===== src/rtl/msi_cache_pkg.sv =====
`default_nettype none
// ============================================================================
// Module      : msi_cache_pkg
// Description : Shared encodings for the MSI cache controller: line states,
//               coherence bus commands, controller FSM states, and the
//               index/tag width helpers.
// Revision    : 1.0 - initial release
// ============================================================================
package msi_cache_pkg;

  typedef enum logic [1:0] {
    LS_I = 2'b00,
    LS_S = 2'b01,
    LS_M = 2'b10
  } line_state_t;

  typedef enum logic [1:0] {
    CMD_READ_MISS  = 2'b00,
    CMD_WRITE_MISS = 2'b01,
    CMD_INVALIDATE = 2'b10,
    CMD_WRITE_BACK = 2'b11
  } bus_cmd_t;

  typedef enum logic [2:0] {
    ST_IDLE     = 3'd0,
    ST_WB       = 3'd1,
    ST_MISS_REQ = 3'd2,
    ST_FILL     = 3'd3,
    ST_INV_REQ  = 3'd4,
    ST_RESP     = 3'd5
  } fsm_state_t;

  function automatic int idx_width(input int num_blocks);
    return $clog2(num_blocks);
  endfunction

  function automatic int tag_width(input int addr_w, input int num_blocks);
    return addr_w - $clog2(num_blocks);
  endfunction

endpackage
`default_nettype wire


===== src/rtl/msi_cache_array.sv =====
`default_nettype none
// ============================================================================
// Module      : msi_cache_array
// Description : Direct-mapped tag/state/data storage. Asynchronous CPU and
//               snoop read ports; one write port whose CPU source overrides
//               a snoop state update aimed at the same line.
// Revision    : 1.0 - initial release
// ============================================================================
module msi_cache_array
  import msi_cache_pkg::*;
#(
  parameter int NUM_BLOCKS = 2,
  parameter int IDX_W      = 1,
  parameter int TAG_W      = 2,
  parameter int DATA_W     = 4
) (
  input  logic              clock,
  input  logic              reset_n,
  input  logic [IDX_W-1:0]  i_cpu_idx,
  output logic [TAG_W-1:0]  o_cpu_tag,
  output line_state_t       o_cpu_state,
  output logic [DATA_W-1:0] o_cpu_data,
  input  logic [IDX_W-1:0]  i_snp_idx,
  output logic [TAG_W-1:0]  o_snp_tag,
  output line_state_t       o_snp_state,
  output logic [DATA_W-1:0] o_snp_data,
  input  logic              i_snp_we,
  input  line_state_t       i_snp_wstate,
  input  logic              i_cpu_we,
  input  logic [TAG_W-1:0]  i_cpu_wtag,
  input  line_state_t       i_cpu_wstate,
  input  logic [DATA_W-1:0] i_cpu_wdata
);

  logic [TAG_W-1:0]  r_tag   [NUM_BLOCKS];
  line_state_t       r_state [NUM_BLOCKS];
  logic [DATA_W-1:0] r_data  [NUM_BLOCKS];

  assign o_cpu_tag   = r_tag[i_cpu_idx];
  assign o_cpu_state = r_state[i_cpu_idx];
  assign o_cpu_data  = r_data[i_cpu_idx];
  assign o_snp_tag   = r_tag[i_snp_idx];
  assign o_snp_state = r_state[i_snp_idx];
  assign o_snp_data  = r_data[i_snp_idx];

  // Line update: CPU write already accounts for any snoop on the same line.
  always_ff @(posedge clock or negedge reset_n) begin
    if (!reset_n) begin
      for (int i = 0; i < NUM_BLOCKS; i++) begin
        r_tag[i]   <= '0;
        r_state[i] <= LS_I;
        r_data[i]  <= '0;
      end
    end else begin
      for (int i = 0; i < NUM_BLOCKS; i++) begin
        if (i_cpu_we && (i_cpu_idx == IDX_W'(i))) begin
          r_tag[i]   <= i_cpu_wtag;
          r_state[i] <= i_cpu_wstate;
          r_data[i]  <= i_cpu_wdata;
        end else if (i_snp_we && (i_snp_idx == IDX_W'(i))) begin
          r_state[i] <= i_snp_wstate;
        end
      end
    end
  end

endmodule
`default_nettype wire


===== src/rtl/msi_cache_ctrl.sv =====
`default_nettype none
// ============================================================================
// Module      : msi_cache_ctrl
// Description : Direct-mapped MSI cache controller with a coherence bus and
//               per-cycle snoop handling. Define MSI_CACHE_STATS_EN to add
//               saturating hit_count / miss_count outputs.
// Revision    : 1.0 - initial release
// ============================================================================
module msi_cache_ctrl
  import msi_cache_pkg::*;
#(
  parameter int ADDR_W     = 3,
  parameter int DATA_W     = 4,
  parameter int NUM_BLOCKS = 2
) (
  input  logic              clock,
  input  logic              reset_n,
  input  logic              cpu_req_valid,
  input  logic              cpu_req_write,
  input  logic [ADDR_W-1:0] cpu_req_addr,
  input  logic [DATA_W-1:0] cpu_req_wdata,
  output logic              cpu_req_ready,
  output logic              cpu_resp_valid,
  output logic [DATA_W-1:0] cpu_resp_rdata,
  output logic              bus_req_valid,
  output logic [1:0]        bus_req_cmd,
  output logic [ADDR_W-1:0] bus_req_addr,
  output logic [DATA_W-1:0] bus_req_data,
  input  logic              bus_req_ready,
  input  logic              bus_fill_valid,
  input  logic [DATA_W-1:0] bus_fill_data,
  input  logic              snoop_valid,
  input  logic [1:0]        snoop_cmd,
  input  logic [ADDR_W-1:0] snoop_addr,
  output logic              snoop_wb_valid,
  output logic [DATA_W-1:0] snoop_wb_data
`ifdef MSI_CACHE_STATS_EN
  ,
  output logic [15:0]       hit_count,
  output logic [15:0]       miss_count
`endif
);

  localparam int IDX_W = idx_width(NUM_BLOCKS);
  localparam int TAG_W = tag_width(ADDR_W, NUM_BLOCKS);

  fsm_state_t        r_state, w_state_nxt;
  logic [ADDR_W-1:0] r_addr;
  logic              r_write;
  logic [DATA_W-1:0] r_wdata, r_rdata;
  logic              r_snp_wb_valid;
  logic [DATA_W-1:0] r_snp_wb_data;

  logic [ADDR_W-1:0] w_addr;
  logic [IDX_W-1:0]  w_cpu_idx, w_snp_idx;
  logic [TAG_W-1:0]  w_cpu_tag, w_snp_tag, w_arr_tag, w_snp_arr_tag, w_cpu_wtag;
  line_state_t       w_arr_state, w_snp_arr_state, w_snp_wstate, w_cpu_wstate, w_cpu_state_eff;
  logic [DATA_W-1:0] w_arr_data, w_snp_arr_data, w_cpu_wdata, w_rdata_nxt, w_bus_data;
  logic [ADDR_W-1:0] w_bus_addr;
  bus_cmd_t          w_bus_cmd;
  logic              w_snp_hit, w_snp_we, w_snp_wb, w_hit, w_cpu_we, w_rdata_ld, w_accept, w_bus_valid;

  // The active request is the live input while idle, the latched one otherwise.
  assign w_addr    = (r_state == ST_IDLE) ? cpu_req_addr : r_addr;
  assign w_cpu_idx = w_addr[IDX_W-1:0];
  assign w_cpu_tag = w_addr[ADDR_W-1:IDX_W];
  assign w_snp_idx = snoop_addr[IDX_W-1:0];
  assign w_snp_tag = snoop_addr[ADDR_W-1:IDX_W];

  msi_cache_array #(
    .NUM_BLOCKS(NUM_BLOCKS), .IDX_W(IDX_W), .TAG_W(TAG_W), .DATA_W(DATA_W)
  ) u_array (
    .clock        (clock),
    .reset_n      (reset_n),
    .i_cpu_idx    (w_cpu_idx),
    .o_cpu_tag    (w_arr_tag),
    .o_cpu_state  (w_arr_state),
    .o_cpu_data   (w_arr_data),
    .i_snp_idx    (w_snp_idx),
    .o_snp_tag    (w_snp_arr_tag),
    .o_snp_state  (w_snp_arr_state),
    .o_snp_data   (w_snp_arr_data),
    .i_snp_we     (w_snp_we),
    .i_snp_wstate (w_snp_wstate),
    .i_cpu_we     (w_cpu_we),
    .i_cpu_wtag   (w_cpu_wtag),
    .i_cpu_wstate (w_cpu_wstate),
    .i_cpu_wdata  (w_cpu_wdata)
  );

  assign w_snp_hit = snoop_valid && (w_snp_arr_tag == w_snp_tag) && (w_snp_arr_state != LS_I);

  // Snoop response: state downgrade and dirty-data supply.
  always_comb begin
    w_snp_we     = 1'b0;
    w_snp_wb     = 1'b0;
    w_snp_wstate = w_snp_arr_state;
    if (w_snp_hit) begin
      case (bus_cmd_t'(snoop_cmd))
        CMD_READ_MISS: begin
          if (w_snp_arr_state == LS_M) begin
            w_snp_we = 1'b1; w_snp_wb = 1'b1; w_snp_wstate = LS_S;
          end
        end
        CMD_WRITE_MISS: begin
          w_snp_we     = 1'b1;
          w_snp_wb     = (w_snp_arr_state == LS_M);
          w_snp_wstate = LS_I;
        end
        CMD_INVALIDATE: begin
          if (w_snp_arr_state == LS_S) begin
            w_snp_we = 1'b1; w_snp_wstate = LS_I;
          end
        end
        default: ;
      endcase
    end
  end

  // The CPU side sees the line as it stands after this cycle's snoop.
  assign w_cpu_state_eff = (w_snp_we && (w_snp_idx == w_cpu_idx)) ? w_snp_wstate : w_arr_state;
  assign w_hit           = (w_arr_tag == w_cpu_tag) && (w_cpu_state_eff != LS_I);

  // Next-state, bus request and CPU-side line update.
  always_comb begin
    w_state_nxt  = r_state;
    w_bus_valid  = 1'b0;
    w_bus_cmd    = CMD_READ_MISS;
    w_bus_addr   = '0;
    w_bus_data   = '0;
    w_cpu_we     = 1'b0;
    w_cpu_wtag   = w_cpu_tag;
    w_cpu_wstate = LS_M;
    w_cpu_wdata  = r_wdata;
    w_rdata_ld   = 1'b0;
    w_rdata_nxt  = r_rdata;
    w_accept     = 1'b0;
    case (r_state)
      ST_IDLE: begin
        if (cpu_req_valid) begin
          w_accept = 1'b1;
          if (!cpu_req_write && w_hit) begin
            w_rdata_ld = 1'b1; w_rdata_nxt = w_arr_data; w_state_nxt = ST_RESP;
          end else if (cpu_req_write && w_hit && (w_cpu_state_eff == LS_M)) begin
            w_cpu_we    = 1'b1;
            w_cpu_wdata = cpu_req_wdata;
            w_rdata_ld  = 1'b1;
            w_rdata_nxt = cpu_req_wdata;
            w_state_nxt = ST_RESP;
          end else if (cpu_req_write && w_hit) begin
            w_state_nxt = ST_INV_REQ;
          end else if (w_cpu_state_eff == LS_M) begin
            w_state_nxt = ST_WB;
          end else begin
            w_state_nxt = ST_MISS_REQ;
          end
        end
      end
      ST_WB: begin
        w_bus_valid = 1'b1;
        w_bus_cmd   = CMD_WRITE_BACK;
        w_bus_addr  = {w_arr_tag, w_cpu_idx};
        w_bus_data  = w_arr_data;
        if (w_cpu_state_eff != LS_M) begin
          // A snoop already took the dirty victim; memory got it from there.
          w_state_nxt = ST_MISS_REQ;
        end else if (bus_req_ready) begin
          w_cpu_we     = 1'b1;
          w_cpu_wtag   = w_arr_tag;
          w_cpu_wstate = LS_I;
          w_cpu_wdata  = w_arr_data;
          w_state_nxt  = ST_MISS_REQ;
        end
      end
      ST_MISS_REQ: begin
        w_bus_valid = 1'b1;
        w_bus_cmd   = r_write ? CMD_WRITE_MISS : CMD_READ_MISS;
        w_bus_addr  = r_addr;
        if (bus_req_ready) w_state_nxt = ST_FILL;
      end
      ST_FILL: begin
        if (bus_fill_valid) begin
          w_cpu_we     = 1'b1;
          w_cpu_wstate = r_write ? LS_M : LS_S;
          w_cpu_wdata  = r_write ? r_wdata : bus_fill_data;
          w_rdata_ld   = 1'b1;
          w_rdata_nxt  = w_cpu_wdata;
          w_state_nxt  = ST_RESP;
        end
      end
      ST_INV_REQ: begin
        w_bus_valid = 1'b1;
        w_bus_cmd   = CMD_INVALIDATE;
        w_bus_addr  = r_addr;
        if (!w_hit) begin
          // Our shared copy was invalidated first: fetch ownership instead.
          w_state_nxt = ST_MISS_REQ;
        end else if (bus_req_ready) begin
          w_cpu_we    = 1'b1;
          w_rdata_ld  = 1'b1;
          w_rdata_nxt = r_wdata;
          w_state_nxt = ST_RESP;
        end
      end
      ST_RESP: w_state_nxt = ST_IDLE;
      default: w_state_nxt = ST_IDLE;
    endcase
  end

  // FSM state, latched request, response data and snoop write-back pulse.
  always_ff @(posedge clock or negedge reset_n) begin
    if (!reset_n) begin
      r_state        <= ST_IDLE;
      r_addr         <= '0;
      r_write        <= 1'b0;
      r_wdata        <= '0;
      r_rdata        <= '0;
      r_snp_wb_valid <= 1'b0;
      r_snp_wb_data  <= '0;
    end else begin
      r_state <= w_state_nxt;
      if (w_accept) begin
        r_addr  <= cpu_req_addr;
        r_write <= cpu_req_write;
        r_wdata <= cpu_req_wdata;
      end
      if (w_rdata_ld) r_rdata <= w_rdata_nxt;
      r_snp_wb_valid <= w_snp_wb;
      r_snp_wb_data  <= w_snp_wb ? w_snp_arr_data : '0;
    end
  end

  assign cpu_req_ready  = (r_state == ST_IDLE);
  assign cpu_resp_valid = (r_state == ST_RESP);
  assign cpu_resp_rdata = r_rdata;
  assign bus_req_valid  = w_bus_valid;
  assign bus_req_cmd    = w_bus_cmd;
  assign bus_req_addr   = w_bus_addr;
  assign bus_req_data   = w_bus_data;
  assign snoop_wb_valid = r_snp_wb_valid;
  assign snoop_wb_data  = r_snp_wb_data;

`ifdef MSI_CACHE_STATS_EN
  logic [15:0] r_hit_cnt, r_miss_cnt;

  // Saturating hit/miss counters, bumped when a request is accepted.
  always_ff @(posedge clock or negedge reset_n) begin
    if (!reset_n) begin
      r_hit_cnt  <= '0;
      r_miss_cnt <= '0;
    end else if (w_accept) begin
      if (w_hit && (r_hit_cnt != 16'hFFFF)) r_hit_cnt <= r_hit_cnt + 16'd1;
      if (!w_hit && (r_miss_cnt != 16'hFFFF)) r_miss_cnt <= r_miss_cnt + 16'd1;
    end
  end

  assign hit_count  = r_hit_cnt;
  assign miss_count = r_miss_cnt;
`endif

endmodule
`default_nettype wire


===== config.mk =====
export PLATFORM = sky130hd
export DESIGN_NAME = msi_cache_ctrl
export DESIGN_NICKNAME = d
export VERILOG_FILES = /design/src/rtl/msi_cache_pkg.sv /design/src/rtl/msi_cache_array.sv /design/src/rtl/msi_cache_ctrl.sv
export SDC_FILE = /design/constraint.sdc
export NUM_CORES = 1
export LEC_CHECK = 0
export ABC_AREA = 1
export CAP_MARGIN = 25
export CELL_PAD_IN_SITES_DETAIL_PLACEMENT = 0
export CELL_PAD_IN_SITES_GLOBAL_PLACEMENT = 1
export CORE_MARGIN = 8
export CORE_UTILIZATION = 38
export DETAILED_ROUTE_END_ITERATION = 8
export MAX_ROUTING_LAYER = met4
export PLACE_DENSITY = 0.89
export SLEW_MARGIN = 20
export SYNTH_ARGS = -nofsm -noshare
export SYNTH_HDL_FRONTEND = slang
export SYNTH_SLANG_ARGS = --single-unit

===== constraint.sdc =====
create_clock -name clock -period 2.3 [get_ports clock]
set_input_delay 0.46 -clock clock [delete_from_list [all_inputs] [get_ports clock]]
set_output_delay 0.46 -clock clock [all_outputs]
set_load 0.05 [all_outputs]

== Word level (Yosys, flattened, before mapping) ==
Index checks and enable logic that the tools add are counted.

* Bits in registers: 36
* Logic and storage cells: 152

* $lt $le $gt $ge: 2
* Equal/unequal tests: 22
* Muxes and demuxes: 88
* Bitwise operators: 4
* Reductions and logical operators: 23

{| class="wikitable"
|+ Operators with widths
! operator !! number
|-
| $mux 4 || 21
|-
| $mux 2 || 28
|-
| $mux 3 || 11
|-
| $pmux 4 s3 || 2
|-
| $mux 1 || 17
|-
| $pmux 3 s5 || 1
|-
| $ne 2x2->1 const B || 6
|-
| $pmux 2 s3 || 2
|-
| $logic_and 1x1->1 || 11
|-
| $reduce_bool 2->1 || 4
|-
| $reduce_and 7->1 || 1
|-
| $eq 2x2->1 const B || 3
|-
| $eq 3x2->1 const B || 2
|-
| $eq 3x3->1 const B || 2
|-
| $ne 3x3->1 const B || 2
|-
| $pmux 1 s3 || 2
|-
| $pmux 3 s2 || 1
|-
| $reduce_and 5->1 || 1
|-
| $eq 2x1->1 const B || 2
|-
| $eq 2x2->1 || 2
|-
| $ge 2x2->1 const B || 2
|-
| $not 1->2 || 2
|-
| $pmux 1 s4 || 1
|-
| $pmux 2 s2 || 1
|-
| 11 further kinds || 12
|}

== Logic depth before layout (Yosys ltp) ==
Gate-level depths: netlist of the first run.

* Depth in word-level cells: 20
* Depth in mapped cells: 20

== Hierarchy ==
A second synthesis of the first run with hierarchy kept.

* Cell total of the unflattened synthesis: 429
* Area total of the unflattened synthesis: 2,781.4 um2

{| class="wikitable"
|+ By module, submodules not included
! module !! instances !! cells an instance !! area an instance (um2) !! sequential area each (um2)
|-
| msi_cache_ctrl || 1 || 304 || 1,878.1 || 500.5
|-
| msi_cache_array || 1 || 125 || 903.4 || 400.4
|}

== Worst setup path after synthesis of the first run ==
OpenSTA, ideal clock, no wires.

* Path kind: reg-to-output
* From: register r_state[0]
* To: output port bus_req_addr[0]
* Arrival time: 1.920 ns
* Path slack: -0.080 ns
* Stages on the path, launching flop included: 8
* Cell sequence: dfrtp_1 -> inv_1 -> nor2_1 -> inv_1 -> nor2_1 -> inv_1 -> clkbuf_1 -> o22ai_1

* Word-level cells in the longest chain between the ends: 3

{| class="wikitable"
|+ RTL lines
! what !! line !! source
|-
| start: declaration || msi_cache_ctrl.sv:47 || <nowiki>fsm_state_t r_state, w_state_nxt;</nowiki>
|-
| start signal: assignment || msi_cache_ctrl.sv:221 || <nowiki>r_state <= w_state_nxt;</nowiki>
|-
| $eq 3x3->1 (tied with other cells) || msi_cache_ctrl.sv:138 || <nowiki>case (r_state)</nowiki>
|-
| $reduce_or 2->1 (no line) / $mux 3 (equally long branches) || n/a ||
|-
| $pmux 3 s2 (*) || msi_cache_ctrl.sv:138 ||
|-
| end: declaration || msi_cache_ctrl.sv:27 || <nowiki>output logic [ADDR_W-1:0] bus_req_addr,</nowiki>
|}

Mark *: on every way between the ends. The rest lies on a longest branch, timed or not.

== Worst setup path in the final report of the first run ==
* From: input port cpu_req_addr[0]
* To: output port bus_req_addr[0]

* Word-level cells in the longest chain between the ends: 2

{| class="wikitable"
|+ RTL lines
! what !! line !! source
|-
| start: declaration || msi_cache_ctrl.sv:20 || <nowiki>input logic [ADDR_W-1:0] cpu_req_addr,</nowiki>
|-
| $mux 3 || msi_cache_ctrl.sv:64 || <nowiki>assign w_addr = (r_state == ST_IDLE) ? cpu_req_addr : r_addr;</nowiki>
|-
| $pmux 3 s2 || msi_cache_ctrl.sv:138 ||
|}

Every way passes these cells.

==> results of run 1 <==
-- cell families after synthesis --
logic type / after synthesis / share of synthesized area
buf+inv: 79 / 0.117
flops: 36 / 0.325
compound gates: 59 / 0.124
simple gates: 265 / 0.431
xor+xnor: 1 / 0.00316
-- worst max-delay path by stage --
stage	from	endpoint	slack (ns)	cells past startpoint
2_1_floorplan	r_state[0]	bus_req_addr[0]	-0.08	7
3_3_place_gp	snoop_addr[0]	cpu_resp_rdata[0]	-0.46	17
3_5_place_dp	snoop_addr[0]	cpu_resp_rdata[0]	-0.49	17
4_1_cts	r_state[0]	bus_req_addr[0]	-0.02	9
5_1_grt	r_state[0]	u_array.r_data[5]	-0.16	16
6_report	cpu_req_addr[0]	bus_req_addr[0]	-0.08	9
-- stage by stage --
step	setup slack, ns	total power, uW	util	hold WS [ns]
2_1_floorplan	-0.0803	3640	-	0.164
3_3_place_gp	-0.462	5260	0.514	0.467
3_5_place_dp	-0.486	5290	0.514	0.464
4_1_cts	-0.0219	6280	0.553	0.298
5_1_grt	-0.158	7410	0.593	0.345
6_report	-0.0755	6920	0.593	0.271
-- power groups by stage --
stage                     Combinational (uW)  Sequential, uW  Clock, uW
after floorplan                         2430            1210          0
after global placement                  4120            1150          0
after detailed placement                4140            1150          0
after CTS                               4550            1150        583
after global routing                    5600            1200        609
final                                   5180            1170        570
-- what timing repair did --
item                       CTS  global route
pin swaps                    4            28
gates cloned                 1             1
setup buffers                2             9
setup endpoints to repair   33            33
gates resized for setup     30            57
-- layer usage --
layer	up-vias	global-route usage
met4	0	0.0470
met2	99	0.301
met1	1438	0.209
met5	-	-
li1	1582	-
met3	18	0.0309
-- sequential cells by signal, indices dropped and copies added, names as in the netlist --
register,count
u_array.r_tag,4
snoop_wb_data,4
cpu_resp_rdata,4
r_state,3
u_array.r_data,8
r_write,1
u_array.r_state,4
snoop_wb_valid,1
r_wdata,4
r_addr,3
-- worst max-delay path, stage by stage --
cell and delay, ns:
sky130_fd_sc_hd__clkdlybuf4s50_1 0.50, sky130_fd_sc_hd__inv_2 0.06, sky130_fd_sc_hd__nand3_4 0.11, sky130_fd_sc_hd__buf_4 0.15, sky130_fd_sc_hd__nand2_4 0.07, sky130_fd_sc_hd__buf_4 0.14
sky130_fd_sc_hd__buf_4 0.13, sky130_fd_sc_hd__o22ai_4 0.14, sky130_fd_sc_hd__buf_12 0.16
-- layout make-up --
type | instances | area (um^2)
well taps | 99 | 124
multi-input cells | 326 | 1850
fillers | 667 | 2920
flip-flops and latches | 36 | 901
clock buffers | 5 | 68.8
clock inverters | 3 | 42.5
repair buffers | 100 | 1000
inverters | 69 | 272
-- placed cells by master (no fill, tap or decap), drive strengths merged --
master | netlist | routed
clkbuf | 5 | 6
a21oi | 8 | 8
bufinv | 0 | 1
nor3 | 5 | 5
clkdlybuf4s50 | 0 | 29
nand4 | 4 | 4
o22ai | 7 | 7
xor2 | 1 | 1
nand2 | 176 | 177
o21a | 2 | 2
dfrtp | 36 | 36
clkinv | 2 | 2
inv | 67 | 66
a31oi | 2 | 2
nor2 | 32 | 32
buf | 5 | 70
nand3 | 47 | 47
clkinvlp | 0 | 3
o21ai | 36 | 36
a211oi | 4 | 4
nand3b | 1 | 1
==> qor.txt, run 1 <==
STATUS
--------------------------------------------------------------------------------------
Outcome                                                                   finished with violations
Violations in the final reports                                           negative setup slack

CLOCK NETWORK
--------------------------------------------------------------------------------------
Clock root buffer master                                                  sky130_fd_sc_hd__clkbuf_8
Worst skew pair latency                                                        0.30 ns
Number of buffers created by CTS                                                     5
Depth of the CTS H-tree                                                              2
Cts hold-fix bufs                                                                    0
TritonCTS clock tree                                                             built
CTS sink count                                                                      36
Clock slew at the register clock pins of the worst setup and hold paths        0.08 ns
Clock buffer depth                                                                   2

SYNTHESIS
--------------------------------------------------------------------------------------
Dominant synthesized flop cell                                            sky130_fd_sc_hd__dfrtp_1
Number of enable-type register cells in the synthesized netlist                      0
Area contributors post-synth                                              sky130_fd_sc_hd__dfrtp_1, sky130_fd_sc_hd__nand2_1, sky130_fd_sc_hd__inv_1
YS warnings                                                                          0
Largest area contributor in the synthesized netlist                       sky130_fd_sc_hd__dfrtp_1
Nets in the synthesized netlist                                                    463
Syn avg cell area                                                            6.30 um^2
Area fraction of the dominant cell type after synthesis                          0.325
Number of synthesized register bits                                                 36
Post-synth ARST share                                                             1.00
Post-synthesis instance area                                              0.00277 mm^2
Share of synthesized area occupied by flip-flops and latches                     0.325
Synth top cells by count                                                  sky130_fd_sc_hd__nand2_1, sky130_fd_sc_hd__inv_1, sky130_fd_sc_hd__nand3_1, sky130_fd_sc_hd__dfrtp_1, sky130_fd_sc_hd__nor2_1
Count of mapped cells out of synthesis                                             440
Number of distinct standard cells referenced by the synthesized netlist             33
Count leader, synth                                                       sky130_fd_sc_hd__nand2_1

GLOBAL ROUTE
--------------------------------------------------------------------------------------
Largest net degree at the start of global routing                                   37
Total track usage                                                                0.177
Number of antenna violations at the first check in global routing                    0
Overflow left after global routing                                                   0
Number of global-route vias before repair                                         3062
Global-route wire length before repair                                         14.2 mm

DRT
--------------------------------------------------------------------------------------
Via density per instance                                                          4.92
DRT antenna net count                                                                0
Met3 layer wire length in the routed design                                     396 um
Average routed wire per standard cell                                          13.5 um
Vias after detailed routing                                                       3137
Initial DRC Count                                                                  155
Detailed-routing iteration count for the pre-antenna-repair pass                     5
Residual DRC count                                                                   0
Met1 wire length                                                               3.83 mm
DRT Wirelength                                                                 8.63 mm
Top routing layer used                                                            met4
Sum of met2 wire segment lengths after detailed routing                        4.25 mm

POWER
--------------------------------------------------------------------------------------
Relative contribution of the clock network to total power                        0.082
Maximum resistive drop on vdd                                                 0.717 mV
Share of total power in combinational logic                                      0.749
Fraction of power spent switching nets                                           0.509
Part of the total power dissipated in sequential elements                        0.169
Power density cells                                                       1630 mW/mm^2
Switching power                                                                3520 uW
Internal Pwr Total                                                             3400 uW
Leakage power of the design                                                 0.00215 uW

LAYOUT
--------------------------------------------------------------------------------------
Number of inserted diodes                                                            0
Nets@finish                                                                        561
Final non-filler cell total                                                        638
Non-Filler Cell Area, Final                                               0.00425 mm^2
Relative area change from synthesis to final layout                              53.5%
Fraction of layout cells with a size suffix above 1                              0.286

TIMING
--------------------------------------------------------------------------------------
Crit share post-route                                                             1.03
Upper clock frequency limit                                                    421 MHz
Setup ws final                                                              -0.0755 ns
Clock period minus worst slack                                                 2.38 ns
Post-route setup TNS                                                         -0.219 ns
Worst Clk Skew                                                               0.0133 ns
Final number of setup-violating endpoints                                            4
Final Hold Vio Count                                                                 0
Actual transition at the worst max-transition pin                             0.850 ns
Worst slew slack as a fraction of its limit                                      0.433
RSZ-0062 raised after global routing                                               yes
Max-slew violation count                                                             0

CRITICAL PATH
--------------------------------------------------------------------------------------
Endpoint of the most critical register-to-register path                   u_array.r_state[3]
Arrival @ worst endpoint                                                       1.92 ns
Length in cells of the worst reg-to-reg path                                        17
Crit Path Max Fanout                                                                 5
Kind of end point of the critical path                                    primary output
Reg2reg setup slack                                                            0.01 ns
Startpoint type of the worst setup path                                   primary input
Origin of the critical flop-to-flop path                                    r_state[0]
Critical path type                                                        primary input to primary output
Required time reported for the critical path endpoint                          1.84 ns

FLOORPLAN
--------------------------------------------------------------------------------------
Top-level port count                                                                44
DIE WIDTH                                                                       101 um
Initial standard-cell utilization of the core                                    0.386
Num rows                                                                            31
Die outline height                                                              101 um
Area of the die                                                            0.0103 mm^2
Placeable Area                                                            0.00718 mm^2

PLACEMENT
--------------------------------------------------------------------------------------
Placed inst area                                                          0.00369 mm^2
Total placed cells including tap cells                                             617
Routability-driven placement congestion ratio                                     1.00
IO buf count                                                                        43
Detail Placement HPWL                                                          6.41 mm

HOLD PATH
--------------------------------------------------------------------------------------
Class of the most critical hold timing path                               primary input to async pin

RUN
--------------------------------------------------------------------------------------
Total of max-cap violations                                                          0

Power figures use the tool's default switching activity.
==> run 2, diff against run 1 <==
--- a/config.mk
+++ b/config.mk
@@ -9,7 +9,6 @@
 export CAP_MARGIN = 25
 export CELL_PAD_IN_SITES_DETAIL_PLACEMENT = 0
 export CELL_PAD_IN_SITES_GLOBAL_PLACEMENT = 1
-export CORE_MARGIN = 8
 export CORE_UTILIZATION = 38
 export DETAILED_ROUTE_END_ITERATION = 8
 export MAX_ROUTING_LAYER = met4
==> qor.txt, run 2 (same netlist as run 1, synthesis figures left out) <==
CRITICAL PATH
--------------------------------------------------------------------------------------
Critical path type                                                        flop to primary output
CP Launch Point                                                             r_state[0]
Most common cell type on the critical path                                sky130_fd_sc_hd__nand2_4
End point of the critical path                                            bus_req_addr[1]
Crit-path leading delay family                                            simple AND/OR/NAND/NOR gates
Kind of end point of the critical path                                    primary output
Endpoint of the most critical register-to-register path                   u_array.r_data[1]
Crit Path Max Fanout                                                                 5
Origin of the critical flop-to-flop path                                    r_state[0]
Startpoint type of the worst setup path                                           flop
Length in cells of the worst reg-to-reg path                                        14
Cell-by-cell trace of the critical path                                   nor2_4, nand2_4, nand2_8, nand2_8, nand2_4, nand2_4, buf_4, o22ai_2, buf_12
Reg2reg setup slack                                                            0.01 ns
Arrival @ worst endpoint                                                       1.84 ns
Crit path buffers/inverters                                                          2
Critical-path top delay cell                                              sky130_fd_sc_hd__dfrtp_1
Delay contributed by the slowest stage of the critical path                    0.41 ns
Number of cells on the critical path                                                 9
Required time reported for the critical path endpoint                          1.84 ns

TIMING
--------------------------------------------------------------------------------------
Actual transition at the worst max-transition pin                             0.499 ns
Worst slew slack as a fraction of its limit                                      0.667
Crit share post-route                                                            0.998
Upper clock frequency limit                                                    436 MHz
Setup ws final                                                              0.00405 ns
Final number of setup-violating endpoints                                            0
Final Hold Vio Count                                                                 0
Worst Clk Skew                                                              0.00316 ns
Max-slew violation count                                                             0
RSZ-0062 raised after global routing                                               yes
Clock period minus worst slack                                                 2.30 ns

FLOORPLAN
--------------------------------------------------------------------------------------
Initial standard-cell utilization of the core                                    0.401
DIE WIDTH                                                                      87.4 um
Top-level port count                                                                44
Placeable Area                                                            0.00691 mm^2
Die outline height                                                             87.4 um
Num rows                                                                            30
Area of the die                                                           0.00764 mm^2

POWER
--------------------------------------------------------------------------------------
Share of total power in combinational logic                                      0.749
Switching power                                                                3590 uW
Part of the total power dissipated in sequential elements                        0.165
Maximum resistive drop on vdd                                                 0.820 mV
Leakage power of the design                                                 0.00216 uW
Internal Pwr Total                                                             3350 uW
Power density cells                                                       1610 mW/mm^2
Final total power                                                              6940 uW
Fraction of power spent switching nets                                           0.517
Relative contribution of the clock network to total power                        0.086

LAYOUT
--------------------------------------------------------------------------------------
Most frequent cells in the layout                                         sky130_fd_sc_hd__nand2_1, sky130_fd_sc_hd__inv_1, sky130_fd_sc_hd__buf_4
Number of flip-flops under the largest register name                                 8
Number of inserted diodes                                                            0
Fraction of layout cells with a size suffix above 1                              0.309
Relative area change from synthesis to final layout                              55.6%
Register containing the most flip-flops in the final layout               u_array.r_data
Final cell utilization of the core                                               0.624
Nets@finish                                                                        563
Final non-filler cell total                                                        637
Most common cell after layout, fill and taps aside                        sky130_fd_sc_hd__nand2_1

CLOCK NETWORK
--------------------------------------------------------------------------------------
Depth of the CTS H-tree                                                              2
Number of buffers created by CTS                                                     5
TritonCTS clock tree                                                             built
Clock buffer depth                                                                   2
CTS sink count                                                                      36
Clock slew at the register clock pins of the worst setup and hold paths        0.08 ns
Cts hold-fix bufs                                                                    0
Clock root buffer master                                                  sky130_fd_sc_hd__clkbuf_8
Worst skew pair latency                                                        0.29 ns

DRT
--------------------------------------------------------------------------------------
DRT Wirelength                                                                 8.61 mm
DRT antenna net count                                                                0
Residual DRC count                                                                   0
Initial DRC Count                                                                  242
Via density per instance                                                          4.96
Detailed-routing iteration count for the pre-antenna-repair pass                     4
Vias after detailed routing                                                       3158
Average routed wire per standard cell                                          13.5 um

PLACEMENT
--------------------------------------------------------------------------------------
Routability-driven placement congestion ratio                                    0.904
IO buf count                                                                        43
Total placed cells including tap cells                                             613
Detail Placement HPWL                                                          6.16 mm
DP Worst Slack                                                               -0.514 ns

STATUS
--------------------------------------------------------------------------------------
Outcome                                                                   finished clean

GLOBAL ROUTE
--------------------------------------------------------------------------------------
Number of antenna violations at the first check in global routing                    0
Largest net degree at the start of global routing                                   37
Overflow left after global routing                                                   0
Number of global-route vias before repair                                         3013
Global-route wire length before repair                                         13.5 mm
Total track usage                                                                0.234

HOLD PATH
--------------------------------------------------------------------------------------
Class of the most critical hold timing path                               flop to flop
Hold path startpoint                                                      u_array.r_data[1]

RUN
--------------------------------------------------------------------------------------
Total of max-cap violations                                                          0

-- run 2: cell types whose count changed in the layout (fill, tap and decap cells not counted), sizes merged --
| cell | previous run | this run |
|---|---|---|
| nand2 | 177 | 178 |
| inv | 66 | 68 |
| clkinv | 2 | 1 |
| dlymetal6s2s | 0 | 1 |
| clkinvlp | 3 | 2 |
-- run 2: tightest hold or removal path, stage by stage (launching register included) --
cell                      delay (ns)
sky130_fd_sc_hd__dfrtp_1        0.35
sky130_fd_sc_hd__nand2_1        0.05
sky130_fd_sc_hd__nand2_1        0.05
-- run 2: how the worst min path moves through the flow --
stage / to / slack, ns / cells after the start
after global routing: u_array.r_data[1] / 0.51 / 2
after global placement: u_array.r_data[1] / 0.47 / 2
final: u_array.r_data[1] / 0.48 / 2
after CTS: u_array.r_data[1] / 0.49 / 2
after detailed placement: cpu_resp_rdata[2] / 0.46 / 2
after floorplan: cpu_resp_rdata[0] / 0.16 / 0
-- run 2: power groups by stage --
stage	Clock [uW]	Combinational [uW]	Sequential [uW]
after floorplan	0	2430	1210
after global placement	0	4020	1140
after detailed placement	0	4070	1140
after CTS	605	4270	1130
after global routing	628	5630	1180
final	595	5200	1150
-- run 2: layer usage --
metal	vias up	global-route usage	wire, um
met3	18	0.0284	431
met4	0	0.0671	147
li1	1594	-	-
met5	-	-	0
met2	88	0.395	4280
met1	1458	0.296	3750
-- run 2: final cells by class --
type / instances / area (um^2)
Multi-Input combinational cell: 327 / 1900
Clock buffer: 5 / 68.8
Inverter: 69 / 270
Fill cell: 660 / 2590
Clock inverter: 3 / 46.3
Sequential cell: 36 / 901
Tap cell: 96 / 120
Timing Repair Buffer: 101 / 1000
-- run 2: timing repair --
action | in CTS | in global routing
gates resized for setup | 22 | 82
pin swaps | 1 | 21
gates cloned | 0 | 3
setup buffers | 2 | 11
setup endpoints to repair | 30 | 31
-- run 2: through the flow --
step / TNS, ns / hold slack (ns) / area (um^2)
after floorplan: -0.241 / 0.164 / 2770
after global placement: -10.61 / 0.467 / 3690
after detailed placement: -11.55 / 0.465 / 3690
after CTS: -0.0725 / 0.488 / 3910
after global routing: -1.84 / 0.511 / 4310
final: 0 / 0.483 / 4310
==> run 3, diff against run 2 <==
--- a/config.mk
+++ b/config.mk
@@ -7,7 +7,7 @@
 export LEC_CHECK = 0
 export ABC_AREA = 1
 export CAP_MARGIN = 25
-export CELL_PAD_IN_SITES_DETAIL_PLACEMENT = 0
+export CELL_PAD_IN_SITES_DETAIL_PLACEMENT = 1
 export CELL_PAD_IN_SITES_GLOBAL_PLACEMENT = 1
 export CORE_UTILIZATION = 38
 export DETAILED_ROUTE_END_ITERATION = 8
==> qor.txt, run 3 (same netlist as run 1, synthesis figures left out) <==
FLOORPLAN
--------------------------------------------------------------------------------------
Placeable Area                                                            0.00691 mm^2
Initial standard-cell utilization of the core                                    0.401
DIE WIDTH                                                                      87.4 um
Area of the die                                                           0.00764 mm^2
Die outline height                                                             87.4 um
Num rows                                                                            30
Top-level port count                                                                44

CRITICAL PATH
--------------------------------------------------------------------------------------
Arrival @ worst endpoint                                                       2.85 ns
Critical path type                                                        flop to flop
Reg2reg setup slack                                                           -0.34 ns
Crit Path Max Fanout                                                                 6
Required time reported for the critical path endpoint                          2.51 ns
Kind of end point of the critical path                                            flop
Startpoint type of the worst setup path                                           flop

LAYOUT
--------------------------------------------------------------------------------------
Final non-filler cell total                                                        640
Relative area change from synthesis to final layout                              61.7%
Fillers                                                                            893
Most frequent cells in the layout                                         sky130_fd_sc_hd__nand2_1, sky130_fd_sc_hd__buf_4, sky130_fd_sc_hd__inv_1
Number of inserted diodes                                                            0
Number of flip-flops under the largest register name                                 8
Non-Filler Cell Area, Final                                               0.00448 mm^2
Area taken by flip-flops and latches                                          901 um^2
Nets@finish                                                                        566
Fraction of layout cells with a size suffix above 1                              0.333
Register containing the most flip-flops in the final layout               u_array.r_data
Most common cell after layout, fill and taps aside                        sky130_fd_sc_hd__nand2_1
Area taken by multi-input logic gates                                     0.00203 mm^2

HOLD PATH
--------------------------------------------------------------------------------------
Class of the most critical hold timing path                               flop to flop

TIMING
--------------------------------------------------------------------------------------
Clock period minus worst slack                                                 2.64 ns
Post-route setup TNS                                                          -5.72 ns
Setup ws final                                                               -0.344 ns
Crit share post-route                                                             1.15
Worst Clk Skew                                                               0.0208 ns
Upper clock frequency limit                                                    378 MHz
Final Hold Vio Count                                                                 0
Max-slew violation count                                                             0
RSZ-0062 raised after global routing                                               yes
Final number of setup-violating endpoints                                           32
Actual transition at the worst max-transition pin                             0.529 ns
Worst slew slack as a fraction of its limit                                      0.646

STATUS
--------------------------------------------------------------------------------------
Outcome                                                                   finished with violations
Violations in the final reports                                           negative setup slack

POWER
--------------------------------------------------------------------------------------
Final total power                                                              8070 uW
Leakage power of the design                                                 0.00223 uW
Internal Pwr Total                                                             3540 uW
Switching power                                                                4530 uW
Power density cells                                                       1800 mW/mm^2
Maximum resistive drop on vdd                                                  1.08 mV
Part of the total power dissipated in sequential elements                        0.153
Share of total power in combinational logic                                      0.766
Relative contribution of the clock network to total power                        0.081
Fraction of power spent switching nets                                           0.561

RUN
--------------------------------------------------------------------------------------
Total of max-cap violations                                                          0

CLOCK NETWORK
--------------------------------------------------------------------------------------
Worst skew pair latency                                                        0.33 ns
TritonCTS clock tree                                                             built
Clock slew at the register clock pins of the worst setup and hold paths        0.11 ns
Depth of the CTS H-tree                                                              2
Cts hold-fix bufs                                                                    0
Clock buffer depth                                                                   2
CTS sink count                                                                      36
Clock root buffer master                                                  sky130_fd_sc_hd__clkbuf_8
Number of buffers created by CTS                                                     5

GLOBAL ROUTE
--------------------------------------------------------------------------------------
Global-route wire length before repair                                         18.6 mm
Number of antenna violations at the first check in global routing                    0
Total track usage                                                                0.334
Largest net degree at the start of global routing                                   37
Overflow left after global routing                                                   0
Number of global-route vias before repair                                         3770

PLACEMENT
--------------------------------------------------------------------------------------
Placed inst area                                                          0.00369 mm^2
Routability-driven placement congestion ratio                                    0.904
IO buf count                                                                        43
Detail Placement HPWL                                                          7.77 mm
Total placed cells including tap cells                                             613

DRT
--------------------------------------------------------------------------------------
Vias after detailed routing                                                       3744
DRT Wirelength                                                                 14.9 mm
Initial DRC Count                                                                  201
Average routed wire per standard cell                                          23.3 um
DRT antenna net count                                                                0
Detailed-routing iteration count for the pre-antenna-repair pass                     4
Residual DRC count                                                                   0
Via density per instance                                                          5.85

==> run 3: cell type report <==
| cell class | instances | area share |
|---|---|---|
| Timing Repair Buffer | 105 | 0.235 |
| Sequential cell | 36 | 0.201 |
| Inverter | 69 | 0.0592 |
| Tap cell | 96 | 0.0268 |
| Multi-Input combinational cell | 326 | 0.452 |
| Clock buffer | 5 | 0.0154 |
| Clock inverter | 3 | 0.0103 |
==> run 3: power by group through the flow <==
stage               Sequential, uW  Combinational [uW]  Clock [uW]
finish                        1230                6180         653
global route                  1240                6450         681
CTS                           1160                4780         615
detailed placement            1150                4210           0
global placement              1140                4020           0
floorplan                     1210                2430           0
==> run 3: path summary, 6_finish.rpt <==
| path | start | to | depth (start not counted) |
|---|---|---|---|
| min | cpu_resp_rdata[2] | cpu_resp_rdata[2] | 2 |
| max in group asynchronous | reset_n | r_wdata[1] | 2 |
| min reg2reg | cpu_resp_rdata[2] | cpu_resp_rdata[2] | 2 |
| min in group asynchronous | reset_n | u_array.r_data[6] | 2 |
| max reg2reg | r_state[1] | u_array.r_tag[0] | 13 |
| max | r_state[1] | u_array.r_tag[0] | 13 |
==> run 3: per-stage QoR <==
step	hold slack [ns]	setup WS, ns	util
6_report	0.499	-0.344	0.649
2_1_floorplan	0.164	-0.0803	-
3_5_place_dp	0.470	-0.612	0.535
3_3_place_gp	0.467	-0.485	0.535
4_1_cts	0.494	-0.0326	0.582
5_1_grt	0.527	-0.389	0.649
==> run 3: per-layer routing <==
layer,wire (um),share of wire,vias to the layer above,GRT usage
met1,5350,0.36,1770,0.350
met2,7330,0.49,266,0.595
met5,0,0,-,-
li1,-,-,1597,-
met4,1180,0.079,0,0.191
met3,1050,0.070,111,0.0483
==> run 3: critical path, cell delays in order (launching register included) <==
cell,delay (ns)
sky130_fd_sc_hd__dfrtp_1,0.47
sky130_fd_sc_hd__nor2_4,0.20
sky130_fd_sc_hd__nand2_4,0.13
sky130_fd_sc_hd__nand2_4,0.09
sky130_fd_sc_hd__nand2_4,0.08
sky130_fd_sc_hd__nand2_1,0.14
sky130_fd_sc_hd__nand2_4,0.08
sky130_fd_sc_hd__nand3_4,0.11
sky130_fd_sc_hd__nand3_4,0.14
sky130_fd_sc_hd__nor3_4,0.25
sky130_fd_sc_hd__buf_4,0.18
sky130_fd_sc_hd__clkinvlp_4,0.23
sky130_fd_sc_hd__a21oi_4,0.30
sky130_fd_sc_hd__o21ai_1,0.10
==> run 3: timing repair <==
item | CTS | global route
setup endpoints to repair | 34 | 33
setup buffers | 6 | 15
gates resized for setup | 46 | 88
pin swaps | 10 | 33
hold endpoints to repair | 0 | 0
gates cloned | 2 | 0
